## src/rtl/bp_cce_hybrid_uc_resp_pipe_pkg.sv

```systemverilog
// bp_cce_hybrid_uc_resp_pipe_pkg: configuration constants, BedRock message enums/headers and the stream beat-count helper
package bp_cce_hybrid_uc_resp_pipe_pkg;

   localparam int paddr_width_p     = 40;
   localparam int lce_id_width_p    = 4;
   localparam int cce_id_width_p    = 4;
   localparam int lce_assoc_p       = 8;
   localparam int way_id_width_lp   = $clog2(lce_assoc_p);
   localparam int cce_block_width_p = 512;

   typedef enum logic [2:0] {
      e_bedrock_msg_size_1   = 3'd0,
      e_bedrock_msg_size_2   = 3'd1,
      e_bedrock_msg_size_4   = 3'd2,
      e_bedrock_msg_size_8   = 3'd3,
      e_bedrock_msg_size_16  = 3'd4,
      e_bedrock_msg_size_32  = 3'd5,
      e_bedrock_msg_size_64  = 3'd6,
      e_bedrock_msg_size_128 = 3'd7
   } bp_bedrock_msg_size_e;

   typedef enum logic [3:0] {
      e_bedrock_mem_rd    = 4'd0,
      e_bedrock_mem_wr    = 4'd1,
      e_bedrock_mem_uc_rd = 4'd2,
      e_bedrock_mem_uc_wr = 4'd3,
      e_bedrock_mem_pre   = 4'd4,
      e_bedrock_mem_amo   = 4'd5
   } bp_bedrock_mem_type_e;

   typedef enum logic [3:0] {
      e_bedrock_cmd_sync       = 4'd0,
      e_bedrock_cmd_set_clear  = 4'd1,
      e_bedrock_cmd_inv        = 4'd2,
      e_bedrock_cmd_st         = 4'd3,
      e_bedrock_cmd_data       = 4'd4,
      e_bedrock_cmd_st_wakeup  = 4'd5,
      e_bedrock_cmd_wb         = 4'd6,
      e_bedrock_cmd_set_tag    = 4'd7,
      e_bedrock_cmd_st_tr      = 4'd8,
      e_bedrock_cmd_st_wb      = 4'd9,
      e_bedrock_cmd_tr         = 4'd10,
      e_bedrock_cmd_st_tr_wb   = 4'd11,
      e_bedrock_cmd_uc_data    = 4'd12,
      e_bedrock_cmd_uc_st_done = 4'd13
   } bp_bedrock_cmd_type_e;

   typedef enum logic [2:0] {
      e_COH_I = 3'd0,
      e_COH_S = 3'd1,
      e_COH_E = 3'd2,
      e_COH_F = 3'd3,
      e_COH_O = 3'd4,
      e_COH_M = 3'd5
   } bp_coh_states_e;

   typedef struct packed {
      bp_coh_states_e              state;
      logic [way_id_width_lp-1:0]  way_id;
      logic [lce_id_width_p-1:0]   lce_id;
      logic                        uncached;
   } bp_bedrock_mem_payload_s;

   typedef struct packed {
      bp_bedrock_mem_type_e        msg_type;
      logic [paddr_width_p-1:0]    addr;
      bp_bedrock_msg_size_e        size;
      bp_bedrock_mem_payload_s     payload;
   } bp_bedrock_mem_header_s;

   typedef struct packed {
      logic [lce_id_width_p-1:0]   dst_id;
      logic [cce_id_width_p-1:0]   src_id;
      logic [way_id_width_lp-1:0]  way_id;
      bp_coh_states_e              state;
   } bp_bedrock_lce_cmd_payload_s;

   typedef struct packed {
      bp_bedrock_cmd_type_e        msg_type;
      logic [paddr_width_p-1:0]    addr;
      bp_bedrock_msg_size_e        size;
      bp_bedrock_lce_cmd_payload_s payload;
   } bp_bedrock_lce_cmd_header_s;

   typedef enum logic [1:0] {e_header, e_data, e_drain} bp_cce_uc_resp_state_e;

   // Number of beats a stream message of the given size occupies; sub-beat messages still take one beat.
   function automatic int bp_me_stream_beats(input bp_bedrock_msg_size_e size, input int width);
      int beats;
      beats = (32'sd1 <<< size) / (width / 8);
      return (beats < 1) ? 1 : beats;
   endfunction

endpackage

```

## src/rtl/bp_cce_hybrid_uc_resp_pipe_fifo.sv

```systemverilog
// bp_cce_hybrid_uc_resp_pipe_fifo: small 1R1W ready/valid FIFO; ready_o is ~full, data_o/v_o show the head, yumi_i pops it.
//   clk_i/reset_i : clock, async active-high reset (clears pointers and count)
//   data_i/v_i/ready_o : enqueue side
//   data_o/v_o/yumi_i  : dequeue side
module bp_cce_hybrid_uc_resp_pipe_fifo #(
   parameter int width_p = 1,
   parameter int els_p   = 2
) (
   input  logic               clk_i,
   input  logic               reset_i,
   input  logic [width_p-1:0] data_i,
   input  logic               v_i,
   output logic               ready_o,
   output logic               v_o,
   output logic [width_p-1:0] data_o,
   input  logic               yumi_i
);
   localparam int ptr_width_lp = $clog2(els_p);
   localparam int cnt_width_lp = $clog2(els_p + 1);
   logic [width_p-1:0]      mem_q [els_p];
   logic [ptr_width_lp-1:0] rptr_q, wptr_q;
   logic [cnt_width_lp-1:0] cnt_q;
   logic                    enq;
   function automatic logic [ptr_width_lp-1:0] inc(input logic [ptr_width_lp-1:0] p);
      return (p == ptr_width_lp'(els_p - 1)) ? '0 : p + 1'b1;
   endfunction
   assign ready_o = cnt_q != cnt_width_lp'(els_p);
   assign v_o     = cnt_q != '0;
   assign data_o  = mem_q[rptr_q];
   assign enq     = v_i & ready_o;
   always_ff @(posedge clk_i or posedge reset_i) begin
      if (reset_i) begin
         rptr_q <= '0;
         wptr_q <= '0;
         cnt_q  <= '0;
      end else begin
         if (enq) wptr_q <= inc(wptr_q);
         if (yumi_i) rptr_q <= inc(rptr_q);
         cnt_q <= cnt_q + cnt_width_lp'(enq) - cnt_width_lp'(yumi_i);
      end
   end
   always_ff @(posedge clk_i) begin
      if (enq) mem_q[wptr_q] <= data_i;
   end
   a_yumi_needs_v: assert property (@(posedge clk_i) disable iff (reset_i) yumi_i |-> v_o);
endmodule

```

## src/rtl/bp_cce_hybrid_uc_resp_pipe.sv

```systemverilog
// bp_cce_hybrid_uc_resp_pipe: converts uncached/non-coherent memory stream responses into LCE burst commands.
//   clk_i/reset_i        : clock, async active-high reset (FSM, beat counter, FIFO)
//   cce_id_i             : source id written into every command header
//   mem_resp_*           : stream input (header repeated per beat, data, last, v/ready_and)
//   lce_cmd_header_*     : burst header out, has_data tells whether data beats follow
//   lce_cmd_data_*       : burst data beats out with last
//   empty_o              : no message buffered or in flight
module bp_cce_hybrid_uc_resp_pipe
   import bp_cce_hybrid_uc_resp_pipe_pkg::*;
#(
   parameter  int lce_data_width_p    = 64,
   parameter  int mem_data_width_p    = 64,
   parameter  int mem_resp_fifo_els_p = 2,
   localparam int mem_hdr_width_lp    = $bits(bp_bedrock_mem_header_s),
   localparam int cmd_hdr_width_lp    = $bits(bp_bedrock_lce_cmd_header_s)
) (
   input  logic                        clk_i,
   input  logic                        reset_i,
   input  logic [cce_id_width_p-1:0]   cce_id_i,
   input  logic [mem_hdr_width_lp-1:0] mem_resp_header_i,
   input  logic [mem_data_width_p-1:0] mem_resp_data_i,
   input  logic                        mem_resp_v_i,
   output logic                        mem_resp_ready_and_o,
   input  logic                        mem_resp_last_i,
   output logic [cmd_hdr_width_lp-1:0] lce_cmd_header_o,
   output logic                        lce_cmd_header_v_o,
   input  logic                        lce_cmd_header_ready_and_i,
   output logic                        lce_cmd_has_data_o,
   output logic [lce_data_width_p-1:0] lce_cmd_data_o,
   output logic                        lce_cmd_data_v_o,
   input  logic                        lce_cmd_data_ready_and_i,
   output logic                        lce_cmd_last_o,
   output logic                        empty_o
);
   localparam int cnt_width_lp  = $clog2(cce_block_width_p / mem_data_width_p) + 1;
   localparam int fifo_width_lp = 1 + mem_hdr_width_lp + mem_data_width_p;

   if (mem_data_width_p != lce_data_width_p) begin : g_width_chk
      $fatal(1, "mem_data_width_p must equal lce_data_width_p");
   end
   if (mem_resp_fifo_els_p < 2) begin : g_els_chk
      $fatal(1, "mem_resp_fifo_els_p must be at least 2");
   end

   logic                       fifo_v, fifo_yumi, fifo_last;
   logic [fifo_width_lp-1:0]   fifo_data;
   bp_bedrock_mem_header_s     mem_hdr;
   logic [mem_data_width_p-1:0] mem_data;
   bp_bedrock_lce_cmd_header_s cmd_hdr;
   bp_cce_uc_resp_state_e      state_q, state_d;
   logic [cnt_width_lp-1:0]    cnt_q, cnt_d;
   logic                       is_uc_rd, is_uc_wr, is_amo, fill, legal, hdr_hs, data_hs;

   bp_cce_hybrid_uc_resp_pipe_fifo #(
      .width_p (fifo_width_lp),
      .els_p   (mem_resp_fifo_els_p)
   ) u_fifo (
      .clk_i   (clk_i),
      .reset_i (reset_i),
      .data_i  ({mem_resp_last_i, mem_resp_header_i, mem_resp_data_i}),
      .v_i     (mem_resp_v_i),
      .ready_o (mem_resp_ready_and_o),
      .v_o     (fifo_v),
      .data_o  (fifo_data),
      .yumi_i  (fifo_yumi)
   );

   assign {fifo_last, mem_hdr, mem_data} = fifo_data;

   assign is_uc_rd = mem_hdr.msg_type == e_bedrock_mem_uc_rd;
   assign is_uc_wr = mem_hdr.msg_type == e_bedrock_mem_uc_wr;
   assign is_amo   = mem_hdr.msg_type == e_bedrock_mem_amo;
   // A cacheable uc_rd is a block fill and must carry the coherence state back to the LCE.
   assign fill     = is_uc_rd & ~mem_hdr.payload.uncached;
   assign legal    = is_uc_rd | is_uc_wr | is_amo;

   always_comb begin
      cmd_hdr                = '0;
      cmd_hdr.msg_type       = is_uc_wr ? e_bedrock_cmd_uc_st_done : fill ? e_bedrock_cmd_data : e_bedrock_cmd_uc_data;
      cmd_hdr.addr           = mem_hdr.addr;
      cmd_hdr.size           = mem_hdr.size;
      cmd_hdr.payload.dst_id = mem_hdr.payload.lce_id;
      cmd_hdr.payload.src_id = cce_id_i;
      cmd_hdr.payload.way_id = mem_hdr.payload.way_id;
      cmd_hdr.payload.state  = fill ? mem_hdr.payload.state : e_COH_I;
   end

   assign lce_cmd_header_o   = cmd_hdr;
   assign lce_cmd_has_data_o = is_uc_rd | is_amo;
   assign lce_cmd_header_v_o = (state_q == e_header) & fifo_v & legal;
   assign lce_cmd_data_v_o   = (state_q == e_data) & fifo_v;
   assign lce_cmd_data_o     = mem_data;
   assign lce_cmd_last_o     = fifo_last;
   assign hdr_hs             = lce_cmd_header_v_o & lce_cmd_header_ready_and_i;
   assign data_hs            = lce_cmd_data_v_o & lce_cmd_data_ready_and_i;
   assign empty_o            = (state_q == e_header) & ~fifo_v;

   // The header beat of a data message stays in the FIFO so its data is sent as the first burst beat.
   always_comb begin
      state_d   = state_q;
      cnt_d     = cnt_q;
      fifo_yumi = 1'b0;
      case (state_q)
         e_header: begin
            if (fifo_v & ~legal) state_d = e_drain;
            else if (hdr_hs & lce_cmd_has_data_o) begin
               state_d = e_data;
               cnt_d   = '0;
            end else fifo_yumi = hdr_hs;
         end
         e_data: begin
            fifo_yumi = data_hs;
            if (data_hs) cnt_d = cnt_q + 1'b1;
            if (data_hs & fifo_last) state_d = e_header;
         end
         e_drain: begin
            fifo_yumi = fifo_v;
            if (fifo_v & fifo_last) state_d = e_header;
         end
         default: state_d = e_header;
      endcase
   end

   always_ff @(posedge clk_i or posedge reset_i) begin
      if (reset_i) begin
         state_q <= e_header;
         cnt_q   <= '0;
      end else begin
         state_q <= state_d;
         cnt_q   <= cnt_d;
      end
   end

   a_legal_type: assert property (@(posedge clk_i) disable iff (reset_i)
      !((state_q == e_header) && fifo_v && !legal));
   a_nodata_last: assert property (@(posedge clk_i) disable iff (reset_i)
      (hdr_hs && !lce_cmd_has_data_o) |-> fifo_last);
   a_beat_count: assert property (@(posedge clk_i) disable iff (reset_i)
      data_hs |-> (fifo_last == ((int'(cnt_q) + 1) == bp_me_stream_beats(mem_hdr.size, mem_data_width_p))));
endmodule

```

## config.mk

```make
export PLATFORM = sky130hd
export DESIGN_NAME = bp_cce_hybrid_uc_resp_pipe
export DESIGN_NICKNAME = d
export VERILOG_FILES = /design/src/rtl/bp_cce_hybrid_uc_resp_pipe_pkg.sv /design/src/rtl/bp_cce_hybrid_uc_resp_pipe_fifo.sv /design/src/rtl/bp_cce_hybrid_uc_resp_pipe.sv
export SDC_FILE = /design/constraint.sdc
export NUM_CORES = 1
export LEC_CHECK = 0
export CORE_ASPECT_RATIO = 0.75
export CORE_MARGIN = 4
export CORE_UTILIZATION = 45
export CTS_BUF_LIST = sky130_fd_sc_hd__clkbuf_8 sky130_fd_sc_hd__clkbuf_16
export DETAILED_ROUTE_END_ITERATION = 12
export DONT_BUFFER_PORTS = 1
export PLACE_DENSITY = 0.57
export SLEW_MARGIN = 40
export SYNTH_ARGS = -nofsm -noshare
export SYNTH_HDL_FRONTEND = slang
export SYNTH_HIERARCHICAL = 1
export SYNTH_SLANG_ARGS = --single-unit
```

## constraint.sdc

```tcl
create_clock -name clk_i -period 8.2 [get_ports clk_i]
set_clock_uncertainty 0.05 [all_clocks]
set_input_delay 1.64 -clock clk_i [delete_from_list [all_inputs] [get_ports clk_i]]
set_output_delay 1.64 -clock clk_i [all_outputs]
set_load 0.01 [all_outputs]
```

=== Word level (Yosys, flattened, before mapping) ===
Memory sizes are Yosys's and may differ from the RTL's.
Index checks and enable logic that the tools add are counted.

* Mux-type cells: 15
* Reductions and logical operators: 3
* Add/subtract/negate cells: 4
* Bitwise operators: 18
* Equal/unequal tests: 9

{| class="wikitable"
|+ Operator list
! operator !! count
|-
| bitwise AND 1 bit || 12
|-
| == test 4 x 2 -> 1 bit (second input constant) || 2
|-
| two-way mux 2 bit || 4
|-
| two-way mux 4 bit || 2
|-
| two-way mux 1 bit || 6
|-
| one-hot mux 2 bit (3 select lines) || 1
|-
| == test 4 x 3 -> 1 bit (second input constant) || 1
|-
| inequality test 2 bit (second input constant) || 2
|-
| two-way mux 3 bit || 1
|-
| inequality test 3 x 1 -> 1 bit (second input constant) || 1
|-
| NOT 1 bit || 3
|-
| bitwise OR 1 bit || 3
|-
| one-hot mux 1 bit (3 select lines) || 1
|-
| AND reduction 3 bit || 1
|-
| adder 1 bit (second input constant) || 2
|-
| adder 2 x 1 -> 2 bit || 1
|-
| == test 2 x 1 -> 1 bit (second input constant) || 1
|-
| == test 2 bit (second input constant) || 1
|-
| zero test 2 bit || 1
|-
| inequality test 2 x 1 -> 1 bit (second input constant) || 1
|-
| nonzero test 2 bit || 1
|-
| subtractor 2 x 1 -> 2 bit || 1
|}

* Word-level logic and storage cells: 54
* Memory bits (writable): 246
* Bits in registers: 6
* Memories kept: 1

{| class="wikitable"
|+ Memory list
! name !! words !! bits a word !! read ports !! clocked after memory_dff !! write ports !! RTL line !! text
|-
| u_fifo.mem_q || 2 || 123 || 1 || 0 || 1 || bp_cce_hybrid_uc_resp_pipe_fifo.sv:20 || <nowiki>logic [width_p-1:0] mem_q [els_p];</nowiki>
|}

=== Depth between registers and ports, before layout ===
An unclocked memory read counts as a cell.

* Word-level depth: 11
* Gate-level depth with buffers: 9

=== Modules after synthesis ===
Netlist, hierarchy kept.

{| class="wikitable"
|+ By module, submodules not included
! module !! cells an instance !! instances !! seq. area each (um^2) !! area an instance (um^2)
|-
| bp_cce_hybrid_uc_resp_pipe_fifo || 401 || 1 || 7487.2 || 9316.4
|-
| bp_cce_hybrid_uc_resp_pipe || 38 || 1 || 50.0 || 299.0
|}

=== Least setup slack after synthesis ===
No wires, ideal clock.

* Kind: in2reg
* Start point: in mem_resp_v_i
* End point: mem u_fifo/mem_q[0][0] (netlist name), enable pin
* Setup slack: 0.684 ns
* Buffers on the path: 0
* Data required time: 7.543 ns
* Data arrival time: 6.860 ns
* Stages on the path: 2
* Library setup time: 0.607 ns
* Cells stage by stage: nand2_1 nor2_1

* Longest elaborated chain between the ends: 3

{| class="wikitable"
|+ RTL lines
! element !! RTL line !! text
|-
| start: declaration || bp_cce_hybrid_uc_resp_pipe.sv:22 || <nowiki>input logic mem_resp_v_i,</nowiki>
|-
| bitwise AND 1 bit || bp_cce_hybrid_uc_resp_pipe_fifo.sv:30 || <nowiki>assign enq = v_i & ready_o;</nowiki>
|-
| two-way mux 1 bit || bp_cce_hybrid_uc_resp_pipe_fifo.sv:43 || <nowiki>if (enq) mem_q[wptr_q] <= data_i;</nowiki>
|-
| two-way mux 1 bit (implied by the code) || bp_cce_hybrid_uc_resp_pipe_fifo.sv:43 ||
|-
| end: declaration || bp_cce_hybrid_uc_resp_pipe_fifo.sv:20 ||
|}

Every way passes these cells.

=== Worst setup path after layout ===
* Start point: reg u_fifo.rptr_q
* End point: out lce_cmd_header_o[2]

* Longest elaborated chain between the ends: 4
* Elaborated cells between the ends (all ways): 5

{| class="wikitable"
|+ RTL lines
! element !! RTL line !! text
|-
| start: declaration || bp_cce_hybrid_uc_resp_pipe_fifo.sv:21 || <nowiki>logic [ptr_width_lp-1:0] rptr_q, wptr_q;</nowiki>
|-
| start signal: assignment || bp_cce_hybrid_uc_resp_pipe_fifo.sv:38 || <nowiki>if (yumi_i) rptr_q <= inc(rptr_q);</nowiki>
|-
| memory (2 x 123 bit) || n/a ||
|-
| net fifo_data[121] || bp_cce_hybrid_uc_resp_pipe.sv:46 || <nowiki>logic [fifo_width_lp-1:0] fifo_data;</nowiki>
|-
| == test 4 x 2 -> 1 bit || bp_cce_hybrid_uc_resp_pipe.sv:70 || <nowiki>assign is_uc_rd = mem_hdr.msg_type == e_bedrock_mem_uc_rd;</nowiki>
|-
| bitwise AND 1 bit || bp_cce_hybrid_uc_resp_pipe.sv:74 || <nowiki>assign fill = is_uc_rd & ~mem_hdr.payload.uncached;</nowiki>
|-
| two-way mux 3 bit || bp_cce_hybrid_uc_resp_pipe.sv:85 || <nowiki>cmd_hdr.payload.state = fill ? mem_hdr.payload.state : e_COH_I;</nowiki>
|-
| end: declaration || bp_cce_hybrid_uc_resp_pipe.sv:25 || <nowiki>output logic [cmd_hdr_width_lp-1:0] lce_cmd_header_o,</nowiki>
|}

The timed path passes the listed nets, and every way through them passes these cells.

==> summary by stage <==
Routing
The count of TritonRoute iterations in the first routing pass is 4. The number of vias per cell is 5.16. For this block, the via count after detailed routing is 3924.

In this run, the number of DRC markers left after iteration 0 of detailed routing was 167. Dividing the detail-routed wire length by the instance count gives 22.8 microns. The remaining routing DRC violations is 0. The remaining number of nets flagged by the antenna check after routing is 0.

The detailed-route wire length is 17400 microns.

GRT
The initial antenna violation count is 3. The number of global-route vias before repair was 4226. After global routing the overflow that remains totals 0. The first global-routing pass estimated 25600 microns of wire. In the global route stage, overall resource usage came out at 0.140. Entering global routing, the biggest net connects 64 pins.

Logic synthesis
The part of the Yosys area used for sequential elements is 0.784. Of the total synthesized cell area, the portion taken by full adders, half adders and majority gates is 0.00130. After synthesis the netlist holds a flip-flop and latch count of 252. Counting every net in the synthesized netlist gives 572. The area share of the leading cell type in the synthesized netlist is 0.768. The largest area contributor in the netlist is edfxtp_1. The netlist area before placement is 9620 sq um. The xor-xnor portion of the synthesized cell area is 0.00364. The cell count after synthesis came out at 439.

By area, the combinational part of the netlist is dominated by multiplexers. After synthesis, the share of cell area in mux cells is 0.167. The number of warnings reported in the yosys synthesis log is 6.

The number of library cell types mapped by synthesis is 32. Sorting the synthesized cells by area gives the leading types as edfxtp_1 77%, mux2_4 9.4%, mux2_2 7.4%. Dividing the synthesized area by the synthesized cell count gives 21.9 sq um. The simple-gate share of the synthesized area is 0.0170. The synthesized-area fraction occupied by ao, oa, aoi and oai cells came to 0.00638.

Floorplanning
The width of the die is 177 microns. The die covers 23800 sq um. The floorplan die height is 135 microns. The number of primary I/O pins is 263. The row count is 46. The initial utilization of the core area, before any placement, comes to 0.456. The core region is 21100 sq um.

Pwr
Internal power comes to 2820 uW. The clock network fraction of total power is 0.260. Of the total power, registers draw 0.464. The logic gate share of total power is 0.275.

The completed layout was analyzed and its total power is 3980 uW. The switching power share of the total is 0.289. The total power density per cell area is 372 nW/um^2. Summed over all nets, the switching power comes to 1150 uW. For this design the static power due to leakage is 0.00367 uW. The worst-case IR drop observed on VDD is 0.193 mV.

STA
Setup repair after global routing left no endpoint under its margin. The count of endpoints failing setup in the final report is 0. The count of endpoints failing hold in the final timing report was 0. The fmax is 236 MHz. The minimum period implied by the final worst setup slack is 4.24 ns.

In the finished design, the share of the clock period the worst path needs comes to 0.517. The slew of the pin with the lowest slew margin is 0.796 ns. The aggregate negative setup slack is 0 ns. The count of final max-slew check failures is 0. In this run the tightest slew margin relative to its limit is 0.469.

Run status
The flow ran to the end, and the final reports show no timing, DRC or antenna violations.

Worst setup path
The worst register-to-register path begins at u_fifo/cnt_q[0]$_DFF_PP0_. The worst setup path endpoint is lce_cmd_header_o[2]. The number of cells on the worst reg-to-reg path is 5. STA puts the critical path data arrival time at 2.55 ns. The endpoint identified for the worst register-to-register timing path is u_fifo/mem_q[0][70]$_DFFE_PP_. The critical path starts at u_fifo/rptr_q$_DFFE_PP0P_. The critical path data required time is 6.51 ns. The worst setup path is launched from a register. STA classifies the critical path endpoint as an output port.

The setup path with the least slack is of type register to output port. The reg-to-reg setup timing slack is 5.14 ns. In this run the worst path has a maximum fanout of 32.

Layout
Relative to the synthesized area, the layout overhead comes to 11.1%. The count of nets after finishing is 586. The number of fillers in the final layout is 1674. The multi-input combinational cells in the finished layout cover a total of 1900 sq um. The repair_antennas step left the layout with diodes totalling 0. The sequential cell area in the final layout is 7540 sq um. The layout cell share with drive strength beyond 1 is 0.359.

CTS
The level count of the clock H-tree is 1. The clock tree from TritonCTS is done. The total setup buffers inserted after CTS is 0. The total number of clock tree sinks is 252. The number of buffers inserted for hold repair after clock tree synthesis is 0. The post-CTS resize count is 0. Clock latency on the worst-skew pair, taken at its later pin, is 0.52 ns.

The buffer cell driving the clock tree root is clkbuf_16. The clock-pin transition on the worst setup and hold timing paths is 0.06 ns. The number of buffers between clock root and the deepest sink is 3. The number of buffers added by the clock tree synthesis step is 26.

Placed design
During placement, the flow inserted port buffers numbering 0. The HPWL after detailed placement is 11800 microns. The routability congestion estimate from global placement is 0.791.

Run
The number of violations of the max-capacitance limit is 0.

Hold path
The type of the most critical hold path is register to register.
## final cells by class
| cell class | instances | area share |
|---|---|---|
| clock buffers | 27 | 0.0633 |
| clock inverters | 21 | 0.00844 |
| inverters | 4 | 0.00141 |
| multi-input cells | 162 | 0.178 |
| flip-flops and latches | 252 | 0.706 |
| well taps | 288 | 0.0337 |
| repair buffers | 7 | 0.00879 |
## placed cells by master (no fill, tap or decap), types with 3 or more instances in the layout
| master | count |
|---|---|
| edfxtp_1 | 246 |
| mux2_2 | 63 |
| mux2_4 | 60 |
| clkbuf_16 | 27 |
| clkinv_1 | 11 |
| inv_1 | 10 |
| dfrtp_1 | 5 |
| nor2_1 | 4 |
| and2_1 | 4 |
| nand2_1 | 3 |
| xnor2_1 | 3 |
| buf_12 | 3 |
| buf_4 | 3 |
## Yosys cell counts, drive strengths merged
master,n
mux2,123
buf,21
and2,4
or2,2
a32o,1
and4b,1
and4bb,1
nor2,5
a31o,1
nor3,2
dfrtp,6
edfxtp,246
a21bo,1
xnor2,3
nand2,3
a21oi,1
nor4b,1
nand2b,2
ha,1
o2111ai,1
inv,4
a41o,1
conb,2
nor3b,2
nand3,1
and3,1
xor2,1
a22oi,1
## worst min-delay path by stage
stage,slack (ns),end,depth (start not counted),start
after floorplan,0.41,u_fifo/wptr_q$_DFFE_PP0P_,1,u_fifo/wptr_q$_DFFE_PP0P_
after global placement,0.44,state_q[0]$_DFFE_PP0P_,1,state_q[1]$_DFFE_PP0P_
after detailed placement,0.47,state_q[0]$_DFFE_PP0P_,1,state_q[1]$_DFFE_PP0P_
after CTS,0.48,state_q[0]$_DFFE_PP0P_,1,state_q[1]$_DFFE_PP0P_
after global routing,0.51,state_q[0]$_DFFE_PP0P_,1,state_q[1]$_DFFE_PP0P_
final,0.47,state_q[0]$_DFFE_PP0P_,1,state_q[1]$_DFFE_PP0P_
## critical path: stages (launching register included)
cell and delay (ns):
dfrtp_4 0.47, buf_12 0.27, mux2_2 0.41, nor3b_2 0.25, nor3b_2 0.38, and2_1 0.25
## power by group through the flow
stage,Clock [uW],Combinational [uW],Sequential [uW]
6_report,1040,1090,1850
3_5_place_dp,0,1120,1870
4_1_cts,1070,1120,1850
2_1_floorplan,0,938,1890
3_3_place_gp,0,1000,1940
5_1_grt,1130,1180,1870
## kinds of logic (layout without fill, tap and decap cells)
logic type | count (synthesis) | after routing
other cells | 2 | 2
buf+inv | 25 | 59
mux | 123 | 123
xor+xnor | 4 | 4
flops | 252 | 252
fa+ha+maj | 1 | 1
compound gates | 7 | 7
simple gates | 25 | 25
## sequential cells by signal, summed over array words and instances, names as in the netlist
signal and count:
state_q 2, u_fifo/cnt_q 2, u_fifo/mem_q 246, u_fifo/rptr_q 1
u_fifo/wptr_q 1
## routing by layer
metal  up-vias  share of wire  GRT usage
li1       1747              -          -
met1      1944           0.37      0.162
met2       191           0.45      0.214
met3        36           0.16     0.0971
met4         6          0.021     0.0344
met5         -         0.0027          0
## through the flow
step | instances | hold WS (ns) | util | instance area (sq um) | worst slack (ns)
finish | 761 | 0.475 | 0.507 | 10700 | 3.96
detailed placement | 713 | 0.470 | 0.470 | 9910 | 4.13
global placement | 710 | 0.438 | 0.468 | 9850 | 4.02
CTS | 761 | 0.477 | 0.507 | 10700 | 3.92
global route | 761 | 0.515 | 0.507 | 10700 | 3.81
floorplan | 439 | 0.411 | - | 9620 | 0.684
No activity file was read; power rests on OpenSTA's default activity.
